File: config.mk
export PLATFORM = sky130hd
export DESIGN_NAME = sram_rw_port_ctrl_flat
export DESIGN_NICKNAME = d
export VERILOG_FILES = /design/src/rtl/sram_rw_port_ctrl_if.sv /design/src/rtl/sram_rw_port_ctrl.sv /design/src/flat_wrapper.sv
export SDC_FILE = /design/constraint.sdc
export NUM_CORES = 1
export LEC_CHECK = 0
export CAP_MARGIN = 20
export CORE_MARGIN = 4
export CORE_UTILIZATION = 34
export DETAILED_ROUTE_END_ITERATION = 7
export GPL_TIMING_DRIVEN = 1
export HOLD_SLACK_MARGIN = 0.03
export PLACE_DENSITY = 0.84
export SYNTH_ARGS = -nofsm -noshare
export SYNTH_HDL_FRONTEND = slang
export SYNTH_SLANG_ARGS = --single-unit
File: constraint.sdc
create_clock -name clock -period 1.7 [get_ports clock]
set_input_delay 0.34 -clock clock [delete_from_list [all_inputs] [get_ports clock]]
set_output_delay 0.34 -clock clock [all_outputs]
set_load 0.1 [all_outputs]
File: src/rtl/sram_rw_port_ctrl_if.sv
// Request/response channel and RW0 macro pins shared by sram_rw_port_ctrl and its environment.
interface sram_rw_port_ctrl_if #(
  parameter int ADDR_W = 8,
  parameter int DATA_W = 8,
  parameter int MASK_W = 8
);
  logic              req_valid;
  logic              req_ready;
  logic              req_write;
  logic [ADDR_W-1:0] req_addr;
  logic [MASK_W-1:0] req_wmask;
  logic [DATA_W-1:0] req_wdata;
  logic              rsp_valid;
  logic              rsp_ready;
  logic [DATA_W-1:0] rsp_data;
  logic              RW0_clk;
  logic [ADDR_W-1:0] RW0_addr;
  logic              RW0_en;
  logic              RW0_wmode;
  logic [MASK_W-1:0] RW0_wmask;
  logic [DATA_W-1:0] RW0_wdata;
  logic [DATA_W-1:0] RW0_rdata;

  modport slave (
    input  req_valid, req_write, req_addr, req_wmask, req_wdata, rsp_ready, RW0_rdata,
    output req_ready, rsp_valid, rsp_data,
    output RW0_clk, RW0_addr, RW0_en, RW0_wmode, RW0_wmask, RW0_wdata
  );

  modport master (
    output req_valid, req_write, req_addr, req_wmask, req_wdata, rsp_ready, RW0_rdata,
    input  req_ready, rsp_valid, rsp_data,
    input  RW0_clk, RW0_addr, RW0_en, RW0_wmode, RW0_wmask, RW0_wdata
  );
endinterface

File: src/rtl/sram_rw_port_ctrl.sv
// Single-port masked SRAM requester: one req channel to RW0 accesses, read data buffered in a response FIFO.
// Define SRAM_CTRL_INIT_EN to zero-fill the macro after reset.
//   state   | meaning
//   ST_INIT | zero-fill sweep over every address, requests stalled
//   ST_RUN  | normal request service
module sram_rw_port_ctrl #(
  parameter int ADDR_W    = 8,
  parameter int DATA_W    = 8,
  parameter int MASK_W    = 8,
  parameter int RSP_DEPTH = 2
) (
  input  logic               clock,
  input  logic               reset_n,
  output logic               idle,
  sram_rw_port_ctrl_if.slave bus
);
  localparam int PTR_W = (RSP_DEPTH > 1) ? $clog2(RSP_DEPTH) : 1;
  localparam int CNT_W = $clog2(RSP_DEPTH + 2);

  logic [DATA_W-1:0] r_fifo [RSP_DEPTH];
  logic [PTR_W-1:0]  r_wr_ptr;
  logic [PTR_W-1:0]  r_rd_ptr;
  logic [CNT_W-1:0]  r_count;
  logic              r_rd_inflight;

  logic w_run;
  logic w_state_run;
  logic w_credit;
  logic w_accept;
  logic w_rd_accept;
  logic w_push;
  logic w_pop;

`ifdef SRAM_CTRL_INIT_EN
  typedef enum logic {ST_INIT, ST_RUN} state_t;

  state_t            r_state;
  state_t            w_state_nxt;
  logic [ADDR_W-1:0] r_init_addr;
  logic              w_init;

  always_ff @(posedge clock or negedge reset_n) begin
    if (!reset_n) begin
      r_state     <= ST_INIT;
      r_init_addr <= '0;
    end else begin
      r_state <= w_state_nxt;
      if (r_state == ST_INIT) r_init_addr <= r_init_addr + ADDR_W'(1);
    end
  end

  always_comb begin
    w_state_nxt = r_state;
    if (r_state == ST_INIT && r_init_addr == '1) w_state_nxt = ST_RUN;
  end

  assign w_state_run = (r_state == ST_RUN);
  assign w_run       = reset_n && w_state_run;
  assign w_init      = reset_n && (r_state == ST_INIT);
`else
  assign w_state_run = 1'b1;
  assign w_run       = reset_n;
`endif

  // Credits count the in-flight read so the capture slot is guaranteed at acceptance.
  assign w_credit    = (r_count + CNT_W'(r_rd_inflight)) < CNT_W'(RSP_DEPTH);
  assign bus.req_ready = w_run && (bus.req_write || w_credit);
  assign w_accept    = bus.req_valid && bus.req_ready;
  assign w_rd_accept = w_accept && !bus.req_write;

  assign w_push = r_rd_inflight;
  assign w_pop  = bus.rsp_valid && bus.rsp_ready;

  assign bus.rsp_valid = (r_count != '0);
  assign bus.rsp_data  = r_fifo[r_rd_ptr];
  assign idle          = !r_rd_inflight && (r_count == '0) && w_state_run;
  assign bus.RW0_clk   = clock;

  always_comb begin
    bus.RW0_en    = w_accept;
    bus.RW0_wmode = bus.req_write;
    bus.RW0_addr  = bus.req_addr;
    bus.RW0_wmask = bus.req_wmask;
    bus.RW0_wdata = bus.req_wdata;
`ifdef SRAM_CTRL_INIT_EN
    if (w_init) begin
      bus.RW0_en    = 1'b1;
      bus.RW0_wmode = 1'b1;
      bus.RW0_addr  = r_init_addr;
      bus.RW0_wmask = '1;
      bus.RW0_wdata = '0;
    end
`endif
  end

  function automatic logic [PTR_W-1:0] ptr_inc(input logic [PTR_W-1:0] p);
    return (p == PTR_W'(RSP_DEPTH - 1)) ? '0 : p + PTR_W'(1);
  endfunction

  always_ff @(posedge clock or negedge reset_n) begin
    if (!reset_n) begin
      r_rd_inflight <= 1'b0;
      r_wr_ptr      <= '0;
      r_rd_ptr      <= '0;
      r_count       <= '0;
    end else begin
      r_rd_inflight <= w_rd_accept;
      if (w_push) r_wr_ptr <= ptr_inc(r_wr_ptr);
      if (w_pop)  r_rd_ptr <= ptr_inc(r_rd_ptr);
      case ({w_push, w_pop})
        2'b10:   r_count <= r_count + CNT_W'(1);
        2'b01:   r_count <= r_count - CNT_W'(1);
        default: r_count <= r_count;
      endcase
    end
  end

  // Macro read data is valid for exactly the cycle after the enable.
  always_ff @(posedge clock) begin
    if (w_push) r_fifo[r_wr_ptr] <= bus.RW0_rdata;
  end
endmodule
File: src/flat_wrapper.sv
// flat-port wrapper written by rule: the top's interface ports become plain ports
module sram_rw_port_ctrl_flat 
#(
  parameter int ADDR_W    = 8,
  parameter int DATA_W    = 8,
  parameter int MASK_W    = 8,
  parameter int RSP_DEPTH = 2
)
  (clock, reset_n, idle, bus_req_valid, bus_req_write, bus_req_addr, bus_req_wmask, bus_req_wdata, bus_rsp_ready, bus_RW0_rdata, bus_req_ready, bus_rsp_valid, bus_rsp_data, bus_RW0_clk, bus_RW0_addr, bus_RW0_en, bus_RW0_wmode, bus_RW0_wmask, bus_RW0_wdata);
  sram_rw_port_ctrl_if #(.ADDR_W(ADDR_W), .DATA_W(DATA_W), .MASK_W(MASK_W)) bus_i ();
  input  logic clock;
  input  logic reset_n;
  output logic idle;
  input wire logic [$bits(bus_i.req_valid)-1:0] bus_req_valid;
  input wire logic [$bits(bus_i.req_write)-1:0] bus_req_write;
  input wire logic [$bits(bus_i.req_addr)-1:0] bus_req_addr;
  input wire logic [$bits(bus_i.req_wmask)-1:0] bus_req_wmask;
  input wire logic [$bits(bus_i.req_wdata)-1:0] bus_req_wdata;
  input wire logic [$bits(bus_i.rsp_ready)-1:0] bus_rsp_ready;
  input wire logic [$bits(bus_i.RW0_rdata)-1:0] bus_RW0_rdata;
  output wire logic [$bits(bus_i.req_ready)-1:0] bus_req_ready;
  output wire logic [$bits(bus_i.rsp_valid)-1:0] bus_rsp_valid;
  output wire logic [$bits(bus_i.rsp_data)-1:0] bus_rsp_data;
  output wire logic [$bits(bus_i.RW0_clk)-1:0] bus_RW0_clk;
  output wire logic [$bits(bus_i.RW0_addr)-1:0] bus_RW0_addr;
  output wire logic [$bits(bus_i.RW0_en)-1:0] bus_RW0_en;
  output wire logic [$bits(bus_i.RW0_wmode)-1:0] bus_RW0_wmode;
  output wire logic [$bits(bus_i.RW0_wmask)-1:0] bus_RW0_wmask;
  output wire logic [$bits(bus_i.RW0_wdata)-1:0] bus_RW0_wdata;
  assign bus_i.req_valid = bus_req_valid;
  assign bus_i.req_write = bus_req_write;
  assign bus_i.req_addr = bus_req_addr;
  assign bus_i.req_wmask = bus_req_wmask;
  assign bus_i.req_wdata = bus_req_wdata;
  assign bus_i.rsp_ready = bus_rsp_ready;
  assign bus_i.RW0_rdata = bus_RW0_rdata;
  assign bus_req_ready = bus_i.req_ready;
  assign bus_rsp_valid = bus_i.rsp_valid;
  assign bus_rsp_data = bus_i.rsp_data;
  assign bus_RW0_clk = bus_i.RW0_clk;
  assign bus_RW0_addr = bus_i.RW0_addr;
  assign bus_RW0_en = bus_i.RW0_en;
  assign bus_RW0_wmode = bus_i.RW0_wmode;
  assign bus_RW0_wmask = bus_i.RW0_wmask;
  assign bus_RW0_wdata = bus_i.RW0_wdata;
  sram_rw_port_ctrl #(.ADDR_W(ADDR_W), .DATA_W(DATA_W), .MASK_W(MASK_W), .RSP_DEPTH(RSP_DEPTH)) u_core (.clock(clock), .reset_n(reset_n), .idle(idle), .bus(bus_i));
endmodule
==> reports/qor.csv, run 1 <==
stage,metric,value,unit
status,status,finished with violations,
status,violations,setup timing,
grt,grt_pass1_wl,3130,um
cells_and_area,final_cell_mix,"16 x edfxtp_1, 13 x buf_12, 12 x clkdlybuf4s50_1, 8 x mux2_4, 7 x buf_4",
floorplanning,io_pins,75,
timing,fin_crit_sh,1.08,
run,drv_cap,0,
routing,drc,0,
grt,grt_antenna_before_repair,0,
grt,first_global_vias,638,
synthesis,yosysSeqAreaShare,0.587,
synthesis,synth_cells,74,
setup_path,criticalPathCategory,reg -> out,
timing,rsz0062_at_grt,yes,
placed_design,port_buffers,26,
timing,slew_headroom,0.748,
placed_design,placed_cells,108,
routing,route.detailed.wl_per_inst,15.2,um
timing,fin_ws,-0.134,ns
setup_path,worstPathMaxFanout,4,
timing,finalSetupViolations,11,
cells_and_area,finalNonFillerCells,120,
synthesis,synth.top_cell.area_share,0.466,
timing,final.setup_skew,0.00505,ns
placed_design,dp_hpwl,1400,um
pwr,max-vdd-ir-drop,1.35,mV
clocking,cts.clk_slew.worst_paths,0.12,ns
cells_and_area,fin_util,0.511,
floorplanning,dieArea,0.00398,mm^2
setup_path,start_kind,flip-flop,
cells_and_area,syn_to_final_growth,40.2,%
clocking,cts_tree,built,
synthesis,synth_warnings,0,
synthesis,synth-seq-cells,21,
pwr,p_sw,1390,uW
timing,period_needed,1.83,ns
routing,vias,546,
floorplanning,dieWidth,63.1,um
cells_and_area,antenna_cells,0,
timing,tightest_slew,0.379,ns
cells_and_area,drive_gt1_frac,0.528,
pwr,clockPowerShare,0.189,
synthesis,yosys.area.top_type,edfxtp_1,
synthesis,syn_avg_cell_area,13.9,um^2
routing,avgViaCountPerCell,4.55,
pwr,seq_power_share,0.241,
setup_path,required,1.36,ns
routing,first_pass_iters,3,
routing,drtIter0Drc,13,
pwr,switching_share,0.477,
hold_path,min_path_type,in -> async,
timing,slew_violations,0,
floorplanning,fp.dieH,63.1,um
setup_path,critPathCaptureType,output pin,
grt,grt_max_degree,13,
cells_and_area,final_common_cell,edfxtp_1,
setup_path,rr_startpoint,u_core.r_count[0],
synthesis,yosys-top-cells-area,"edfxtp_1 47%, buf_4 19%, dfrtp_1 12%, mux2_2 8.7%, xor2_1 3.4%",
synthesis,synthesis.area,0.00103,mm^2
grt,grt_use_total,0.107,
routing,routed_wl,1830,um
cells_and_area,final_nets,128,
timing,fmax,545,MHz
synthesis,synth_cell_types,17,
pwr,power_density,2020,mW/mm^2
routing,ant_nets,0,
pwr,pwr-share-comb,0.570,
floorplanning,start_util,0.364,
floorplanning,core,0.00283,mm^2
floorplanning,rows,19,
synthesis,syn-num-nets,112,
pwr,p_int,1530,uW
placed_design,gp_congestion,0.670,
setup_path,crit_path_start,u_core.r_count[0],
pwr,leakagePower,0.000588,uW
timing,final_hold_viol_count,0,
setup_path,crit_arrival,1.49,ns
clocking,clock_latency,0.40,ns
grt,overflow,0,
[power by group through the flow]
stage	Combinational [uW]	Clock [uW]	Sequential [uW]
floorplan	1250	222	683
global placement	1440	231	725
finish	1670	553	703
CTS	1600	564	696
detailed placement	1460	231	732
global route	1730	617	711
[state kept, by name (all words and copies together), names as in the netlist]
name and cells:
u_core.r_count 2, u_core.r_fifo 16, u_core.r_wr_ptr 1, u_core.r_rd_inflight 1, u_core.r_rd_ptr 1
[cell usage after synthesis, drive strengths merged]
| cell type | instances |
|---|---|
| nand2 | 1 |
| edfxtp | 16 |
| o211a | 1 |
| and2 | 2 |
| or2 | 1 |
| o21a | 1 |
| xor2 | 4 |
| ha | 1 |
| and4b | 1 |
| mux2 | 8 |
| dfrtp | 5 |
| xnor2 | 2 |
| nor2 | 3 |
| buf | 27 |
| inv | 1 |
[timing repair]
item	4_1_cts	5_1_grt
setup endpoints to repair	12	14
pin swaps	1	1
hold buffers	0	0
gates resized for setup	14	11
setup buffers	4	1
[logic make-up after synthesis]
family | Yosys count | synth area share
and+or+nand+nor | 8 | 0.0473
DFF | 21 | 0.587
adders and majority gates | 1 | 0.0121
muxes | 8 | 0.0874
buffers and inverters | 28 | 0.198
xor gates and xnor gates | 6 | 0.0510
AOI/OAI and AO/OA | 2 | 0.0170
[final timing paths]
path | to | depth (start not counted) | slack, ns
setup / recovery | bus_RW0_en | 4 | -0.13
hold reg to reg | u_core.r_wr_ptr | 1 | 0.50
hold / removal | u_core.r_count[1] | 2 | 0.27
setup reg to reg | u_core.r_count[1] | 5 | 0.10
min in group clock | u_core.r_wr_ptr | 1 | 0.50
max in group asynchronous | u_core.r_rd_ptr | 2 | 1.30
[critical path: stages (launching register included)]
cell	delay, ns
dfrtp_1	0.44
nand2_2	0.08
xor2_2	0.16
o211a_4	0.24
buf_12	0.16
[through the flow]
stage,power (uW),cell area [um^2],worst slack (ns),hold WS [ns],setup TNS [ns]
2_1_floorplan,2160,1040,0.0464,0.0444,0
3_3_place_gp,2390,1300,-0.430,0.472,-0.430
3_5_place_dp,2420,1300,-0.430,0.480,-0.430
4_1_cts,2860,1400,-0.148,0.271,-1.19
5_1_grt,3050,1450,-0.238,0.259,-1.87
6_report,2920,1450,-0.134,0.269,-1.12
[layer usage]
metal  routed length, um  GRT usage  part of all wire
met1                 680      0.109              0.37
met2                 902      0.159              0.49
met3                 206     0.0639              0.11
met4                  37     0.0826             0.020
met5                   0          0                 0
[final cells by class]
| type | count | area, um^2 |
|---|---|---|
| Tap cell | 31 | 38.8 |
| Multi-Input combinational cell | 25 | 278 |
| Inverter | 1 | 3.75 |
| Clock inverter | 1 | 5.00 |
| Fill cell | 244 | 1380 |
| Timing Repair Buffer | 34 | 459 |
| Clock buffer | 7 | 52.6 |
| Sequential cell | 21 | 608 |
(Power assumes the default switching activity.)
==> run 2: changes to the inputs <==
--- a/config.mk
+++ b/config.mk
@@ -9,7 +9,7 @@
 export CORE_MARGIN = 4
 export CORE_UTILIZATION = 34
 export DETAILED_ROUTE_END_ITERATION = 7
-export GPL_TIMING_DRIVEN = 1
+export GPL_TIMING_DRIVEN = 0
 export HOLD_SLACK_MARGIN = 0.03
 export PLACE_DENSITY = 0.84
 export SYNTH_ARGS = -nofsm -noshare
==> run 2 against run 1 <==
Effect of this change: the run still ends with setup timing left; clock power rose by 14%; combinational power grew 18%; core utilization is 14 points higher; final cell count is 38% higher; sequential power about the same; first-iteration DRC count rose by 62%; total power increased by 13%; global-route usage grew 2.3 points; sequential share of layout area is 8.8 points lower; cell area up 26%; non-clock buffer count grew 46; critical path depth stayed put; critical endpoint unchanged; largest power group unchanged.
==> reports/qor.csv, run 2 (synthesis gave the netlist of run 1 again) <==
stage,metric,value,unit,change
status,status,finished with violations,,
status,violations,setup timing,,
pwr,p_int,1650,uW,+7.8%
clocking,cts.clk_slew.worst_paths,0.12,ns,about the same
timing,fin_tns_setup,-1.04,ns,+0.0809 ns
grt,grt_antenna_before_repair,0,,unchanged
pwr,pwr-share-comb,0.596,,+0.026
cells_and_area,drive_gt1_frac,0.511,,-0.0170
pwr,max-vdd-ir-drop,1.40,mV,+4.1%
setup_path,crit_path_cell_trace,nand2_2 -> xor2_4 -> o211a_4 -> buf_12,,
pwr,switching_share,0.501,,+0.0240
cells_and_area,final_common_cell,buf_4,,
placed_design,pre_cts_slack,-1.04,ns,-0.610 ns
timing,tightest_slew,0.968,ns,+0.590 ns
timing,fin_crit_sh,1.08,,-0.00228
timing,fin_ws,-0.130,ns,+0.00388 ns
hold_path,min_path_type,in -> async,,
cells_and_area,syn_to_final_growth,77.3,%,
routing,drc,0,,unchanged
cells_and_area,finalNonFillerCells,166,,+38%
routing,first_pass_iters,4,,+1
cells_and_area,design_area,0.00183,mm^2,+26%
floorplanning,dieArea,0.00398,mm^2,unchanged
routing,vias,735,,+35%
cells_and_area,largest_register,u_core.r_fifo,,
routing,routed_wl,2330,um,+27%
floorplanning,fp.dieH,63.1,um,unchanged
cells_and_area,largest_register_ffs,16,,unchanged
routing,ant_nets,0,,unchanged
setup_path,worstPathMaxFanout,3,,-1
routing,avgViaCountPerCell,4.43,,-2.7%
pwr,clockPowerShare,0.192,,+0.003
placed_design,place_area,0.00158,mm^2,+22%
grt,overflow,0,,unchanged
placed_design,dp_hpwl,1780,um,+28%
floorplanning,io_pins,75,,unchanged
grt,first_global_vias,877,,+37%
pwr,power_density,1810,mW/mm^2,-11%
floorplanning,dieWidth,63.1,um,unchanged
pwr,leakagePower,0.000819,uW,+39%
pwr,seq_power_share,0.212,,-0.029
setup_path,max_stage_delay,0.41,ns,-0.03 ns
placed_design,port_buffers,50,,+92%
cells_and_area,final_cell_mix,"30 x buf_4, 24 x dlygate4sd2_1, 16 x edfxtp_1, 13 x buf_12, 12 x clkdlybuf4s50_1",,
placed_design,gp_congestion,0.698,,+4.3%
cells_and_area,top_regs,"u_core.r_fifo: 16 flops, u_core.r_count: 2 flops",,
clocking,clock_latency,0.40,ns,about the same
timing,holdWs,0.192,ns,-0.0774 ns
timing,final.setup_skew,0.00822,ns,+0.00317 ns
clocking,cts_tree,built,,
timing,rsz0062_at_grt,yes,,
timing,fmax,546,MHz,+0.21%
timing,slew_violations,0,,unchanged
grt,grt_use_total,0.130,,+0.0230
floorplanning,start_util,0.364,,unchanged
setup_path,crit_arrival,1.49,ns,about the same
cells_and_area,antenna_cells,0,,unchanged
routing,drtIter0Drc,21,,+8
timing,finalSetupViolations,11,,unchanged
timing,slew_headroom,0.357,,-0.391
setup_path,start_kind,flip-flop,,
routing,route.detailed.wl_per_inst,14.0,um,-7.9%
cells_and_area,final_nets,174,,+36%
timing,final_hold_viol_count,0,,unchanged
setup_path,cp_slowest_cell,dfrtp_1,,
run,drv_cap,0,,unchanged
grt,grt_max_degree,13,,unchanged
floorplanning,core,0.00283,mm^2,unchanged
pwr,p_sw,1650,uW,+19%
setup_path,criticalPathCategory,reg -> out,,
timing,period_needed,1.83,ns,-0.00388 ns
setup_path,required,1.36,ns,about the same
floorplanning,rows,19,,unchanged
setup_path,critPathCaptureType,output pin,,
placed_design,placed_cells,155,,+44%
grt,grt_pass1_wl,3880,um,+24%
==> run 2: cell count changes in the layout (fill, tap and decap cells not counted) <==
cell	change
buf_4	+23
buf_6	-1
dlygate4sd2_1	+24
xor2_2	-1
xor2_4	+1
==> run 2: what timing repair did <==
item,CTS,global route
setup buffers,4,0
gates resized for setup,160,5
hold buffers,0,0
gates cloned,1,0
pin swaps,0,1
endpoints found under the hold margin,0,0
setup endpoints to repair,38,12
==> run 2: per-stage QoR <==
stage | power [uW] | util
floorplan | 2160 | -
global placement | 2490 | 0.558
detailed placement | 2520 | 0.558
CTS | 3270 | 0.636
global route | 3430 | 0.646
finish | 3300 | 0.646
==> run 2: final timing paths <==
path                                         from                end  slack, ns  cells past startpoint
worst min-delay path                      reset_n  u_core.r_count[0]       0.19                      1
min in group clock                u_core.r_wr_ptr    u_core.r_wr_ptr       0.50                      1
worst min register to register    u_core.r_wr_ptr    u_core.r_wr_ptr       0.50                      1
max in group asynchronous                 reset_n  u_core.r_count[1]       1.22                      1
worst max-delay path            u_core.r_count[0]         bus_RW0_en      -0.13                      4
worst max register to register  u_core.r_count[1]  u_core.r_count[1]       0.11                      5
==> run 2: power groups by stage <==
stage / Sequential [uW] / Combinational (uW) / Clock, uW
after floorplan: 683 / 1250 / 222
after global placement: 688 / 1540 / 263
after detailed placement: 696 / 1560 / 263
after CTS: 690 / 1930 / 647
after global routing: 711 / 2030 / 688
final: 700 / 1970 / 633
==> run 2: layout make-up <==
| type | count | area (um^2) |
|---|---|---|
| Inverter | 1 | 3.75 |
| Sequential cell | 21 | 608 |
| Buffer | 26 | 199 |
| Clock inverter | 1 | 5.00 |
| Timing Repair Buffer | 54 | 619 |
| Fill cell | 215 | 1000 |
| Tap cell | 31 | 38.8 |
| Multi-Input combinational cell | 25 | 289 |
| Clock buffer | 7 | 65.1 |
==> run 2: critical path, delay by kind of cell, from the launching register on <==
kind	cells	cell delay, ns
AND/OR/NAND/NOR	1	0.10
buffers and inverters	1	0.16
flip-flops	1	0.41
AO/OA/AOI/OAI	1	0.24
XOR/XNOR	1	0.16
==> run 2: routing by layer <==
| layer | share of wire | global-route usage |
|---|---|---|
| met1 | 0.34 | 0.129 |
| met2 | 0.56 | 0.233 |
| met3 | 0.086 | 0.0515 |
| met5 | 0 | 0 |
| met4 | 0.0099 | 0.0661 |
==> run 3: changes to the inputs <==
--- a/config.mk
+++ b/config.mk
@@ -12,6 +12,7 @@
 export GPL_TIMING_DRIVEN = 0
 export HOLD_SLACK_MARGIN = 0.03
 export PLACE_DENSITY = 0.84
+export SKIP_LAST_GASP = 1
 export SYNTH_ARGS = -nofsm -noshare
 export SYNTH_HDL_FRONTEND = slang
 export SYNTH_SLANG_ARGS = --single-unit
==> run 3 against run 2 <==
Effect of this change: the flow still finishes with violations (setup timing); clock skew increased by 0.00053 ns; total power is 3.3% higher; register-to-register slack worse by 0.18 ns; maximum frequency fell by 1.6%; sequential power is essentially flat; global-route usage barely moved; first-iteration DRC count unchanged; hold slack gained 0.0024 ns; combinational power is 6% higher.
==> reports/qor.csv, run 3 (synthesis gave the netlist of run 1 again) <==
stage,metric,value,unit,change
status,status,finished with violations,,
status,violations,setup timing,,
routing,routed_wl,2380,um,+2.4%
placed_design,placed_cells,155,,unchanged
setup_path,crit_arrival,1.52,ns,+0.03 ns
routing,route.detailed.wl_per_inst,14.1,um,+0.59%
cells_and_area,finalNonFillerCells,169,,+1.8%
timing,finalSetupViolations,13,,+2
placed_design,dp_hpwl,1780,um,unchanged
run,drv_cap,0,,unchanged
cells_and_area,final_cell_mix,"31 x buf_4, 24 x dlygate4sd2_1, 16 x edfxtp_1, 14 x buf_12, 12 x clkdlybuf4s50_1",,
pwr,pwr-share-comb,0.609,,+0.013
grt,grt_pass1_wl,3900,um,+0.54%
grt,overflow,0,,unchanged
pwr,leakagePower,0.000839,uW,+2.4%
timing,fin_ws,-0.159,ns,-0.0292 ns
timing,fmax,538,MHz,-1.6%
cells_and_area,largest_register,u_core.r_fifo,,
routing,drc,0,,unchanged
setup_path,criticalPathCategory,reg -> out,,
routing,drtIter0Drc,21,,unchanged
timing,slew_headroom,0.357,,unchanged
cells_and_area,design_area,0.00187,mm^2,+2.1%
floorplanning,dieWidth,63.1,um,unchanged
clocking,cts_tree,built,,
timing,rsz0062_at_grt,yes,,
cells_and_area,largest_register_ffs,16,,unchanged
pwr,p_sw,1680,uW,+1.4%
routing,first_pass_iters,4,,unchanged
cells_and_area,n_fill_cell,210,,-2.3%
pwr,power_density,1830,mW/mm^2,+1.2%
floorplanning,core,0.00283,mm^2,unchanged
placed_design,port_buffers,50,,unchanged
setup_path,start_kind,flip-flop,,
floorplanning,rows,19,,unchanged
cells_and_area,drive_gt1_frac,0.522,,+0.0106
setup_path,rr_startpoint,u_core.r_count[0],,
setup_path,reg2reg_depth,7,,+2
timing,period_needed,1.86,ns,+0.0292 ns
setup_path,reg2reg_slack,-0.07,ns,-0.18 ns
pwr,seq_power_share,0.205,,-0.007
pwr,p_int,1730,uW,+5.2%
setup_path,max_stage_delay,0.43,ns,+0.02 ns
grt,grt_max_degree,13,,unchanged
setup_path,cp_slowest_cell,dfrtp_1,,
grt,first_global_vias,882,,+0.57%
cells_and_area,final_nets,177,,+1.7%
grt,grt_use_total,0.131,,+0.000379
clocking,cts_hold_buf,0,,unchanged
placed_design,gp_congestion,0.698,,unchanged
timing,slew_violations,0,,unchanged
setup_path,critPathCaptureType,output pin,,
clocking,cts.clk_slew.worst_paths,0.12,ns,about the same
hold_path,min_path_type,in -> async,,
placed_design,place_area,0.00158,mm^2,unchanged
setup_path,cp_num_buf_inv,2,,+1
setup_path,crit_family,flip-flops,,
routing,vias,746,,+1.5%
timing,fin_crit_sh,1.09,,+0.0172
floorplanning,fp.dieH,63.1,um,unchanged
setup_path,required,1.36,ns,about the same
pwr,switching_share,0.491,,-0.00926
cells_and_area,antenna_cells,0,,unchanged
routing,ant_nets,0,,unchanged
cells_and_area,syn_to_final_growth,81.1,%,
floorplanning,start_util,0.364,,unchanged
setup_path,r2r-end,u_core.r_count[1],,
setup_path,crit_path_cell_trace,buf_6 -> or2_4 -> nor2_4 -> buf_12,,
timing,tightest_slew,0.968,ns,unchanged
clocking,clock_latency,0.40,ns,about the same
placed_design,pre_cts_slack,-1.04,ns,unchanged
routing,avgViaCountPerCell,4.41,,-0.31%
grt,grt_antenna_before_repair,0,,unchanged
setup_path,worstPathMaxFanout,2,,-1
floorplanning,dieArea,0.00398,mm^2,unchanged
timing,final_hold_viol_count,0,,unchanged
floorplanning,io_pins,75,,unchanged
cells_and_area,final_common_cell,buf_4,,
cells_and_area,top_regs,"u_core.r_fifo: 16 flops, u_core.r_count: 2 flops",,
timing,final.setup_skew,0.00875,ns,+0.000530 ns
pwr,max-vdd-ir-drop,1.40,mV,+0.14%
pwr,clockPowerShare,0.186,,-0.006
==> run 3: changes by cell type in the layout (fill, tap and decap cells not counted) <==
cell and change:
buf_12 +1, buf_4 +1, buf_6 +1
==> run 3: layout make-up <==
| type | instances | area, um^2 | area share |
|---|---|---|---|
| Inverter | 1 | 3.75 | 0.00201 |
| Multi-Input combinational cell | 25 | 289 | 0.155 |
| Sequential cell | 21 | 608 | 0.326 |
| Timing Repair Buffer | 57 | 658 | 0.353 |
| Buffer | 26 | 199 | 0.107 |
| Clock buffer | 7 | 65.1 | 0.0349 |
| Tap cell | 31 | 38.8 | 0.0208 |
| Clock inverter | 1 | 5.00 | 0.00268 |
==> run 3: power by group through the flow <==
stage / clock [uW] / combinational [uW] / sequential, uW
after floorplan: 222 / 1250 / 683
after global routing: 688 / 2150 / 711
after CTS: 647 / 1930 / 687
after detailed placement: 263 / 1560 / 696
after global placement: 263 / 1540 / 688
final: 634 / 2080 / 700
==> run 3: what timing repair did <==
action | 4_1_cts | 5_1_grt
pin swaps | 0 | 3
resized for setup | 159 | 7
gates cloned | 1 | 0
endpoints found under the setup margin | 38 | 12
setup buffers | 4 | 3
==> run 3: layer usage <==
metal  track usage  part of all wire
met1         0.130              0.34
met4        0.0661            0.0096
met2         0.233              0.56
met5             0                 0
met3        0.0515             0.084
==> run 3: through the flow <==
| stage | util | hold slack, ns | TNS [ns] | total power, uW |
|---|---|---|---|---|
| floorplan | - | 0.0444 | 0 | 2160 |
| global placement | 0.558 | 0.470 | -12.51 | 2490 |
| detailed placement | 0.558 | 0.485 | -12.91 | 2520 |
| CTS | 0.635 | 0.185 | -1.13 | 3260 |
| global route | 0.660 | 0.185 | -2.22 | 3540 |
| finish | 0.660 | 0.194 | -1.36 | 3410 |
==> run 3: worst max path at each step <==
| stage | startpoint | to | slack [ns] | depth (start not counted) |
|---|---|---|---|---|
| 2_1_floorplan | u_core.r_count[0] | u_core.r_count[1] | 0.05 | 5 |
| 3_3_place_gp | reset_n | bus_RW0_en | -0.98 | 3 |
| 3_5_place_dp | reset_n | bus_RW0_en | -1.04 | 3 |
| 4_1_cts | u_core.r_count[0] | bus_RW0_en | -0.15 | 4 |
| 5_1_grt | u_core.r_count[0] | bus_RW0_en | -0.21 | 4 |
| 6_report | u_core.r_count[0] | idle | -0.16 | 4 |
==> run 3: worst reg2reg max path, delay by kind of cell (launching register included) <==
kind	cells	cell delay, ns
buffers and inverters	2	0.26
adders and majority gates	1	0.32
and+or+nand+nor	3	0.53
DFF	1	0.43
xor gates and xnor gates	1	0.15
